**config.mk**
```make
export PLATFORM = sky130hd
export DESIGN_NAME = moore_seq_detector
export DESIGN_NICKNAME = d
export VERILOG_FILES = /design/src/rtl/moore_seq_detector.sv
export SDC_FILE = /design/constraint.sdc
export NUM_CORES = 1
export LEC_CHECK = 0
export CORE_AREA = 2 2 40 42
export CTS_CLUSTER_DIAMETER = 150
export DETAILED_ROUTE_END_ITERATION = 10
export DIE_AREA = 0 0 42 44
export DONT_BUFFER_PORTS = 1
export REMOVE_ABC_BUFFERS = 1
export SLEW_MARGIN = 20
export SYNTH_ARGS = -nofsm -noshare
export SYNTH_HDL_FRONTEND = slang
export SYNTH_SLANG_ARGS = --single-unit
```
**constraint.sdc**
```tcl
create_clock -name clk -period 2.15 [get_ports clk]
set_input_delay 0.43 -clock clk [delete_from_list [all_inputs] [get_ports clk]]
set_output_delay 0.43 -clock clk [all_outputs]
set_load 0.02 [all_outputs]
```
**src/rtl/moore_seq_detector.sv**
```systemverilog
// rtl/moore_seq_detector.sv - Moore serial pattern detector with saturating match counter
module moore_seq_detector #(
  parameter int              PAT_W   = 4,
  parameter logic [PAT_W-1:0] PATTERN = 4'b1011,
  parameter int              CNT_W   = 8,
  localparam int             SW      = $clog2(PAT_W + 1)
) (
  input  logic             clk,
  input  logic             rst_n,
  input  logic             din,
  input  logic             en,
  input  logic             clr,
  input  logic             overlap,
  output logic             match,
  output logic [SW-1:0]    state,
  output logic [CNT_W-1:0] match_count
);

  // State index k means the first k pattern bits have been seen; k == PAT_W is DETECT.
  // The number of states depends on PAT_W, so states are plain indices rather than enum names.
  localparam logic [SW-1:0]    S_IDLE   = '0;
  localparam logic [SW-1:0]    S_DETECT = SW'(PAT_W);
  localparam logic [CNT_W-1:0] CNT_MAX  = '1;

  // Longest prefix of the pattern that is a suffix of (first k pattern bits, then b).
  // PATTERN[PAT_W-1] is the earliest bit in time.
  function automatic int adv_f(input int k, input int b);
    int  best;
    int  p;
    bit  ok;
    bit  s_bit;
    best = 0;
    for (int j = 1; j <= PAT_W; j++) begin
      if (j <= k + 1) begin
        ok = 1'b1;
        for (int t = 0; t < j; t++) begin
          p = k + 1 - j + t;
          if (p == k) s_bit = b[0];
          else        s_bit = PATTERN[PAT_W-1-p];
          if (PATTERN[PAT_W-1-t] != s_bit) ok = 1'b0;
        end
        if (ok) best = j;
      end
    end
    return best;
  endfunction

  logic [SW-1:0]    adv_tab [PAT_W+1][2];
  logic [SW-1:0]    state_q, state_d;
  logic [SW-1:0]    adv_sel;
  logic [CNT_W-1:0] cnt_q, cnt_d;

  // Transition table is fixed at elaboration; only the current index is stored at runtime.
  for (genvar k = 0; k <= PAT_W; k++) begin : g_k
    for (genvar b = 0; b < 2; b++) begin : g_b
      localparam logic [SW-1:0] NXT = SW'(adv_f(k, b));
      assign adv_tab[k][b] = NXT;
    end
  end

  // Select the successor for the sampled bit; non-overlap DETECT restarts from an empty history.
  always_comb begin
    adv_sel = S_IDLE;
    for (int k = 0; k <= PAT_W; k++) begin
      if (state_q == SW'(k)) adv_sel = adv_tab[k][din];
    end
    if (state_q == S_DETECT && !overlap) adv_sel = adv_tab[0][din];
  end

  // Next state and counter: clear wins, then enable gates sampling; every DETECT entry counts.
  always_comb begin
    state_d = state_q;
    cnt_d   = cnt_q;
    if (clr) begin
      state_d = S_IDLE;
      cnt_d   = '0;
    end else if (en) begin
      state_d = adv_sel;
      if (adv_sel == S_DETECT && cnt_q != CNT_MAX) cnt_d = cnt_q + 1'b1;
    end
  end

  // State and counter registers; reset drops any partial match immediately.
  always_ff @(posedge clk or negedge rst_n) begin
    if (!rst_n) begin
      state_q <= S_IDLE;
      cnt_q   <= '0;
    end else begin
      state_q <= state_d;
      cnt_q   <= cnt_d;
    end
  end

  assign match       = (state_q == S_DETECT);
  assign state       = state_q;
  assign match_count = cnt_q;

endmodule

```
==> out/qor.yml, run 1 <==
drc_errors: 0
synth_mux_area_frac: 0.0169
hold_path_class: "in2reg"
ys_seq_area_frac: 0.465
synthTopCellsByArea: "dfrtp_1, a21oi_1, o31ai_1"
worst_slew_pin_slew_ns: 0.558
syn_avg_cell_area_um2: 9.55
yosysUniqueCellTypes: 26
firstDrtPassIters: 4
p_clk_frac: 0.387
start_util: 0.417
rsz0062_at_grt: "false"
slew_violations: 0
synth-simple-area-share: 0.258
period_needed_ns: 1.86
cts_max_level: 1
setup_viol: 0
row_count: 14
slew_headroom: 0.627
root_buffer: "clkbuf_4"
arrival_ns: 2.06
wl_per_cell_um: 15.0
synth-seq-cells: 11
utilization: 0.462
clk_latency_ns: 0.27
cts_buffer_depth: 2
gp_congestion: 0.776
drtIter0Drc: 4
finalCritPeriodShare: 0.867
antenna_found_initial: 0
gr-usage-all-layers: 0.153
cts_buffers: 3
cap_violations: 0
synthXorXnorAreaFrac: 0.0148
synth_area_um2: 592
n_antenna_cell: 0
grt-busiest-layer: "met2"
end_kind: "register"
io_pins: 18
clock.fmax_mhz: 536
post-synth-top-area-fraction: 0.465
path_class: "reg2reg"
power_density_nw_per_um2: 560
syn_inst: 62
pwr-share-seq: 0.578
startpoint_type: "register"
via_per_inst: 5.82
hold_slack_ns: 0.215
critPathMaxFanout: 14
required_ns: 2.35
p_int_mw: 0.286
num_vias: 489
drive_gt1_frac: 0.103
clk_pin_slew_ns: 0.07
ir_worst_vdd_uv: 355
p_switching_mw: 0.0815
core_um2: 1420
p_leak_nw: 0.270
synth_compound_area_frac: 0.192
finalWirelength_mm: 1.26
yosysWarnings: 0
grtUsageMet2: 0.241
dp_hpwl_um: 900
met3_usage: 0.0292
clock-sinks: 11
placed_area_um2: 619
grt_pass1_vias: 488
synth_fa_ha_area_frac: 0.0211
status: "finished, final reports clean"
grt_pass1_wl_mm: 2.06
tns_ns: 0
dieArea_um2: 1850
ant_nets: 0
sw_frac_of_total: 0.222
io_buffer_count: 0
hold_viol_final: 0
grt_max_degree: 15
synth_top_area_cell: "dfrtp_1"
die_w_um: 42
globalRouteMet1Util: 0.186
finalInstanceArea_um2: 656
die_h_um: 44
synth_top_family_by_area: "simple AND/OR/NAND/NOR gates"
pwr-share-comb: 0.035
fin_nets: 76
cts_tree: "yes"
grt-ovfl-total: 0
area_delta_synth_final_pct: 10.8
skew_ns: 0.00130
cts_setup_buffers: 0
flip-flops by register name, summed over array words and instances (netlist names):
name / count
state: 3
match_count: 8
kinds of logic after synthesis:
kind of cell,Yosys count
multiplexers,1
XOR/XNOR,1
AO/OA/AOI/OAI,19
adder cells (fa/ha/maj),1
buffers and inverters,3
AND/OR/NAND/NOR,26
flip-flops,11
metrics by stage:
stage	power [mW]	std cells	setup slack [ns]
floorplan	0.222	60	0.407
detailed placement	0.224	79	0.294
global placement	0.224	79	0.346
CTS	0.374	84	0.286
finish	0.367	84	0.286
global route	0.384	84	0.160
metal layers:
layer,up-vias,share of wire
met2,11,0.48
li1,245,-
met3,4,0.040
met4,0,0.029
met5,-,0
met1,229,0.45
power by group through the flow:
stage	registers (mW)	logic, mW	clock network (mW)
2_1_floorplan	0.217	0.00518	0
3_3_place_gp	0.216	0.00788	0
3_5_place_dp	0.216	0.00791	0
4_1_cts	0.212	0.0133	0.148
5_1_grt	0.212	0.0151	0.156
6_report	0.212	0.0130	0.142
cell type report:
class	count	area, um2
multi-input cells	48	298
repair buffers	4	32.5
flip-flops and latches	11	275
well taps	16	20.0
clock buffers	4	26.3
fillers	138	763
inverters	1	3.75
cell usage in the layout (no fill, tap or decap):
master	netlist	final
o21ai_1	3	3
and4b_1	1	1
nand2_1	3	3
xor2_1	1	1
ha_1	1	1
a31oi_1	1	1
clkbuf_4	0	3
o211ai_1	1	1
or4_1	3	3
and2_1	1	1
o211ai_2	1	1
o31ai_1	3	3
mux2i_1	1	1
a21oi_1	9	9
nand4_1	1	1
inv_1	1	1
nor2_1	4	4
nand3b_1	1	1
nand3_1	4	4
and2b_1	1	1
dlygate4sd3_1	0	1
o21ai_0	1	1
clkbuf_1	1	1
or3_1	3	3
nand2b_1	3	3
buf_4	0	3
dfrtp_1	11	11
nand4b_1	1	1
critical path, stage by stage, from the launching register on:
cell and delay, ns:
dfrtp_1 0.48, ha_1 0.27, nand3_1 0.11, o211ai_2 0.24, or4_1 0.54, a21oi_1 0.14
path summary, 6_finish.rpt:
| kind | endpoint | cells past startpoint | from | slack (ns) |
|---|---|---|---|---|
| hold reg to reg | match_count[1]$_DFFE_PN0P_ | 3 | match_count[0]$_DFFE_PN0P_ | 0.66 |
| hold / removal | match_count[7]$_DFFE_PN0P_ | 1 | clr | 0.22 |
| setup / recovery | match_count[7]$_DFFE_PN0P_ | 5 | match_count[1]$_DFFE_PN0P_ | 0.29 |
| setup reg to reg | match_count[7]$_DFFE_PN0P_ | 5 | match_count[1]$_DFFE_PN0P_ | 0.29 |
| max in group asynchronous | match_count[1]$_DFFE_PN0P_ | 1 | rst_n | 1.26 |
| min in group asynchronous | match_count[3]$_DFFE_PN0P_ | 1 | rst_n | 0.56 |
synthesized netlist by cell type (all sizes together):
library cell,number
a21oi,9
a31oi,1
and2,1
and2b,1
and4b,1
buf,1
clkbuf,1
dfrtp,11
ha,1
inv,1
mux2i,1
nand2,3
nand2b,3
nand3,4
nand3b,1
nand4,1
nand4b,1
nor2,4
o211ai,2
o21ai,4
o31ai,3
or3,3
or4,3
xor2,1
repair_timing:
item,in CTS,in global routing
hold buffers,1,0
resized for setup,0,0
hold endpoints to repair,11,0
Note: power is estimated with default switching activity, not from simulation.
==> run 2: changes to the inputs <==
clock period = 2.3 ns   (was 2.15 ns; I/O delays follow)
==> run 2 against run 1 <==
Effect of this change: die area stayed put; clock power shrank 6%; sequential cell count unchanged; register-to-register slack improved by 0.14 ns; first-iteration DRC count increased to 4.5 times the previous value; combinational power down 8%; clock-buffer cell count is the same; routed wire length shrank 3.7%.
==> out/qor.yml, run 2 (synthesis gave the netlist of run 1 again) <==
tns_ns: 0
finalCritPeriodShare: 0.813
power_density_nw_per_um2: 538
ant_nets: 0
pwr-share-seq: 0.576
ir_worst_vdd_uv: 274
pwr-share-comb: 0.035
final_common_cell: "dfrtp_1"
arrival_ns: 2.07
grt_max_degree: 15
cts_setup_buffers: 0
path_class: "reg2reg"
path_depth: 5
clock-sinks: 11
antenna_found_initial: 0
p_leak_nw: 0.259
worstPathCellList: "ha_1 -> nand3_1 -> o211ai_2 -> or4_1 -> a21oi_1"
cp_slowest_cell: "or4_1"
area_delta_synth_final_pct: 8.25
core_um2: 1420
sw_frac_of_total: 0.225
start_util: 0.417
reg2reg_depth: 5
hold_path_class: "in2reg"
gr-usage-all-layers: 0.152
grt-ovfl-total: 0
die_w_um: 42
skew_ns: 0.000262
gp_congestion: 0.738
dieArea_um2: 1850
io_pins: 18
via_per_inst: 5.82
cts-resized-gates: 0
cts_buffers: 3
p_int_mw: 0.267
clk_pin_slew_ns: 0.07
die_h_um: 44
startpoint_type: "register"
clk_latency_ns: 0.27
dp.cells: 77
end_kind: "register"
hold_viol_final: 0
clock.fmax_mhz: 535
io_buffer_count: 0
num_vias: 477
grt_pass1_vias: 440
critPathMaxFanout: 14
period_needed_ns: 1.87
row_count: 14
required_ns: 2.50
grt_pass1_wl_mm: 2.05
rsz0062_at_grt: "false"
final_cells: 82
n_antenna_cell: 0
p_switching_mw: 0.0776
cts_max_level: 1
p_clk_frac: 0.389
drc_errors: 0
root_buffer: "clkbuf_4"
fin_nets: 74
firstDrtPassIters: 4
crit_family: "simple AND/OR/NAND/NOR gates"
worst-path-buf-inv: 0
drive_gt1_frac: 0.0758
status: "finished, final reports clean"
cts_tree: "yes"
critical_path.max_stage_delay_ns: 0.54
finalWirelength_mm: 1.22
wl_per_cell_um: 14.8
largest_register_ffs: 8
final_cell_mix: "dfrtp_1, a21oi_1, nor2_1, nand3_1"
cap_violations: 0
cts_buffer_depth: 2
worst_slew_pin_slew_ns: 0.533
drtIter0Drc: 18
setup_viol: 0
worstHoldPathCells: 1
slew_headroom: 0.644
slew_violations: 0
==> run 2: final timing paths <==
kind,start,endpoint,slack [ns]
setup / recovery,match_count[0]$_DFFE_PN0P_,match_count[7]$_DFFE_PN0P_,0.43
setup reg to reg,match_count[0]$_DFFE_PN0P_,match_count[7]$_DFFE_PN0P_,0.43
min in group asynchronous,rst_n,match_count[3]$_DFFE_PN0P_,0.59
hold / removal,clr,match_count[4]$_DFFE_PN0P_,0.24
hold reg to reg,match_count[6]$_DFFE_PN0P_,match_count[6]$_DFFE_PN0P_,0.68
max in group asynchronous,rst_n,state[0]$_DFFE_PN0P_,1.37
==> run 2: power groups by stage <==
stage | Sequential (mW) | Clock, mW | Combinational (mW)
global route | 0.199 | 0.144 | 0.0139
detailed placement | 0.202 | 0 | 0.00717
CTS | 0.198 | 0.140 | 0.0124
global placement | 0.202 | 0 | 0.00715
finish | 0.198 | 0.134 | 0.0120
floorplan | 0.203 | 0 | 0.00484
==> run 2: per-stage QoR <==
| step | total power, mW | hold slack, ns | setup slack [ns] | utilization | area (um2) |
|---|---|---|---|---|---|
| after global placement | 0.209 | 0.165 | 0.465 | 0.426 | 604 |
| after floorplan | 0.207 | 0.164 | 0.557 | - | 577 |
| after global routing | 0.357 | 0.236 | 0.310 | 0.451 | 641 |
| after CTS | 0.351 | 0.234 | 0.401 | 0.451 | 641 |
| after detailed placement | 0.209 | 0.165 | 0.426 | 0.426 | 604 |
| final | 0.344 | 0.242 | 0.430 | 0.451 | 641 |
==> run 2: per-layer routing <==
layer / vias to the layer above / track usage / wire (um)
li1: 244 / - / -
met1: 221 / 0.197 / 560
met2: 8 / 0.216 / 593
met3: 4 / 0.0375 / 40
met4: 0 / 0.116 / 21
met5: - / 0 / 0
==> run 2: cell type report <==
type / instances / area (um2)
Timing Repair Buffer: 2 / 17.5
Multi-Input combinational cell: 48 / 298
Sequential cell: 11 / 275
Clock buffer: 4 / 26.3
Fill cell: 135 / 778
Inverter: 1 / 3.75
Tap cell: 16 / 20.0
==> run 2: what timing repair did <==
item | in CTS | in global routing
endpoints found under the hold margin | 11 | 0
hold buffers | 1 | 0
endpoints found under the setup margin | 0 | 0
==> patch (flow settings as in run 2) <==
Reset style: synchronous (`rst_n`), changed in one clocked block.
--- a/src/rtl/moore_seq_detector.sv
+++ b/src/rtl/moore_seq_detector.sv
@@ -81,7 +81,7 @@
   end
 
   // State and counter registers; reset drops any partial match immediately.
-  always_ff @(posedge clk or negedge rst_n) begin
+  always_ff @(posedge clk) begin
     if (!rst_n) begin
       state_q <= S_IDLE;
       cnt_q   <= '0;
Check against the original RTL: differs if rst_n is asserted again (counterexample within 4 cycles, from zero or initial values and one cycle with rst_n low); with rst_n held inactive, the same outputs for 10 cycles.
==> patch against run 2 <==
Fmax is 7.9% higher. Via count increased by 5.5%. Sequential cell count unchanged. Setup slack improved by 0.14 ns. Routed wire length decreased by 0.41%. Area after synthesis is 0.42% lower. Final area decreased by 0.20%. Hold slack better by 0.11 ns. Sequential share of layout area shrank 8.5 points. Power is 1.6% lower. Clock skew grew 0.00089 ns.
==> patch: results (changes against run 2) <==
- Status: finished clean
- Placed Area: 613 um^2 (+1.4%)
- Final Skew: 0.00116 ns (+0.000893 ns)
- Inverters: 3 (+2)
- Mux share of post-synthesis cell area: 1.70% (+0.0072 points)
- Post-Syn Instances: 68 (+9.7%)
- Crit Path Max Fanout: 5 (-9)
- Layout cell share with drive strength beyond 1: 11.1% (+3.5 points)
- Post-synth top flop: dfxtp_1
- FILL cells: 141 (+4.4%)
- Worst VDD drop: 0.331 mV (+21%)
- Final worst slack: 0.567 ns (+0.137 ns)
- WHS: 0.354 ns (+0.112 ns)
- Hold Startpoint: din
- Final core occ: 45.1% (-0.088 points)
- Leakage power: 0.228 nW (-12%)
- Switch share: 22.6% (+0.094 points)
- Final clock-cell share: 4.11% (+0.0080 points)
- Worst hold path cell count: 2 (+1)
- GP Congestion: 0.714 (-3.2%)
- Global-route wire length before repair: 1.99 mm (-2.7%)
- WL/cell: 13.8 um (-7.2%)
- Non-filler cells, final: 88 (+7.3%)
- Vias in the first global route: 456 (+3.6%)
- Relative slew margins: 70.8% (+6.4 points)
- Post-synth top cells: 11 x dfxtp_1, 8 x nand2_1, 6 x nor2_1
- Largest net degree at the start of global routing: 9 (-6)
- Via count: 503 (+5.5%)
- Cell variety after synth: 30 (+15%)
- Adder and majority cell fraction of the synthesized area: 2.12% (+0.0090 points)
- Place WS: 0.582 ns (+0.155 ns)
- Post-synthesis xor/xnor area fraction: 2.97% (+1.5 points)
- Critical Path Sink: match_count[6]
- Dpl cells: 84 (+9.1%)
- Worst EP arrival: 1.88 ns (-0.19 ns)
- #MultiIn Comb: 53 (+10%)
- Post-synthesis async set-or-reset flop share: 0% (-100 points)
- Seq/Total Area, Yosys: 37.4% (-9.1 points)
- DRT iter0 DRCs: 3 (-15)
- Top area cells in the synthesized netlist: dfxtp_1 37%, nand2_1 5.1%, nor2_1 3.8%
- Synth Area in Compound Gates: 17.8% (-1.4 points)
- Critical path launch point: match_count[0]
- Storage cell area: 220 um^2 (-20%)
- Tot GR Track Use: 14.7% (-0.48 points)
- Global Route met1 Usage: 16.5% (-3.3 points)
- Routing usage on met3: 9.17% (+5.4 points)
- Plain + repair buffers: 1 (-1)
- Count of input and output buffers: 0 (unchanged)
[patch: changes by cell type after synthesis, sizes merged, moves of 3 or more]
cell	run 2	this run
nand2	3	8
o31ai	3	0
dfxtp	0	11
a211oi	0	3
a21oi	9	4
or3	3	0
dfrtp	11	0
[patch: routing by layer]
layer  up-vias  wire (um)  part of all wire, %
met2        22        559                   46
li1        259          -                    -
met5         -          0                    0
met3         2        126                   10
met4         0         10                 0.83
met1       220        514                   42
[patch: critical path, stage by stage (launching register included)]
cell and delay, ns:
dfxtp_1 0.51, ha_1 0.29, and3_1 0.21, nor4b_2 0.35
a31o_1 0.20, a21oi_1 0.05
[patch: power groups by stage]
stage | combinational, mW | sequential (mW) | clock [mW]
final | 0.0105 | 0.193 | 0.135
after global routing | 0.0117 | 0.193 | 0.148
after CTS | 0.0107 | 0.193 | 0.141
after detailed placement | 0.0106 | 0.198 | 0
after global placement | 0.0105 | 0.198 | 0
after floorplan | 0.00855 | 0.197 | 0
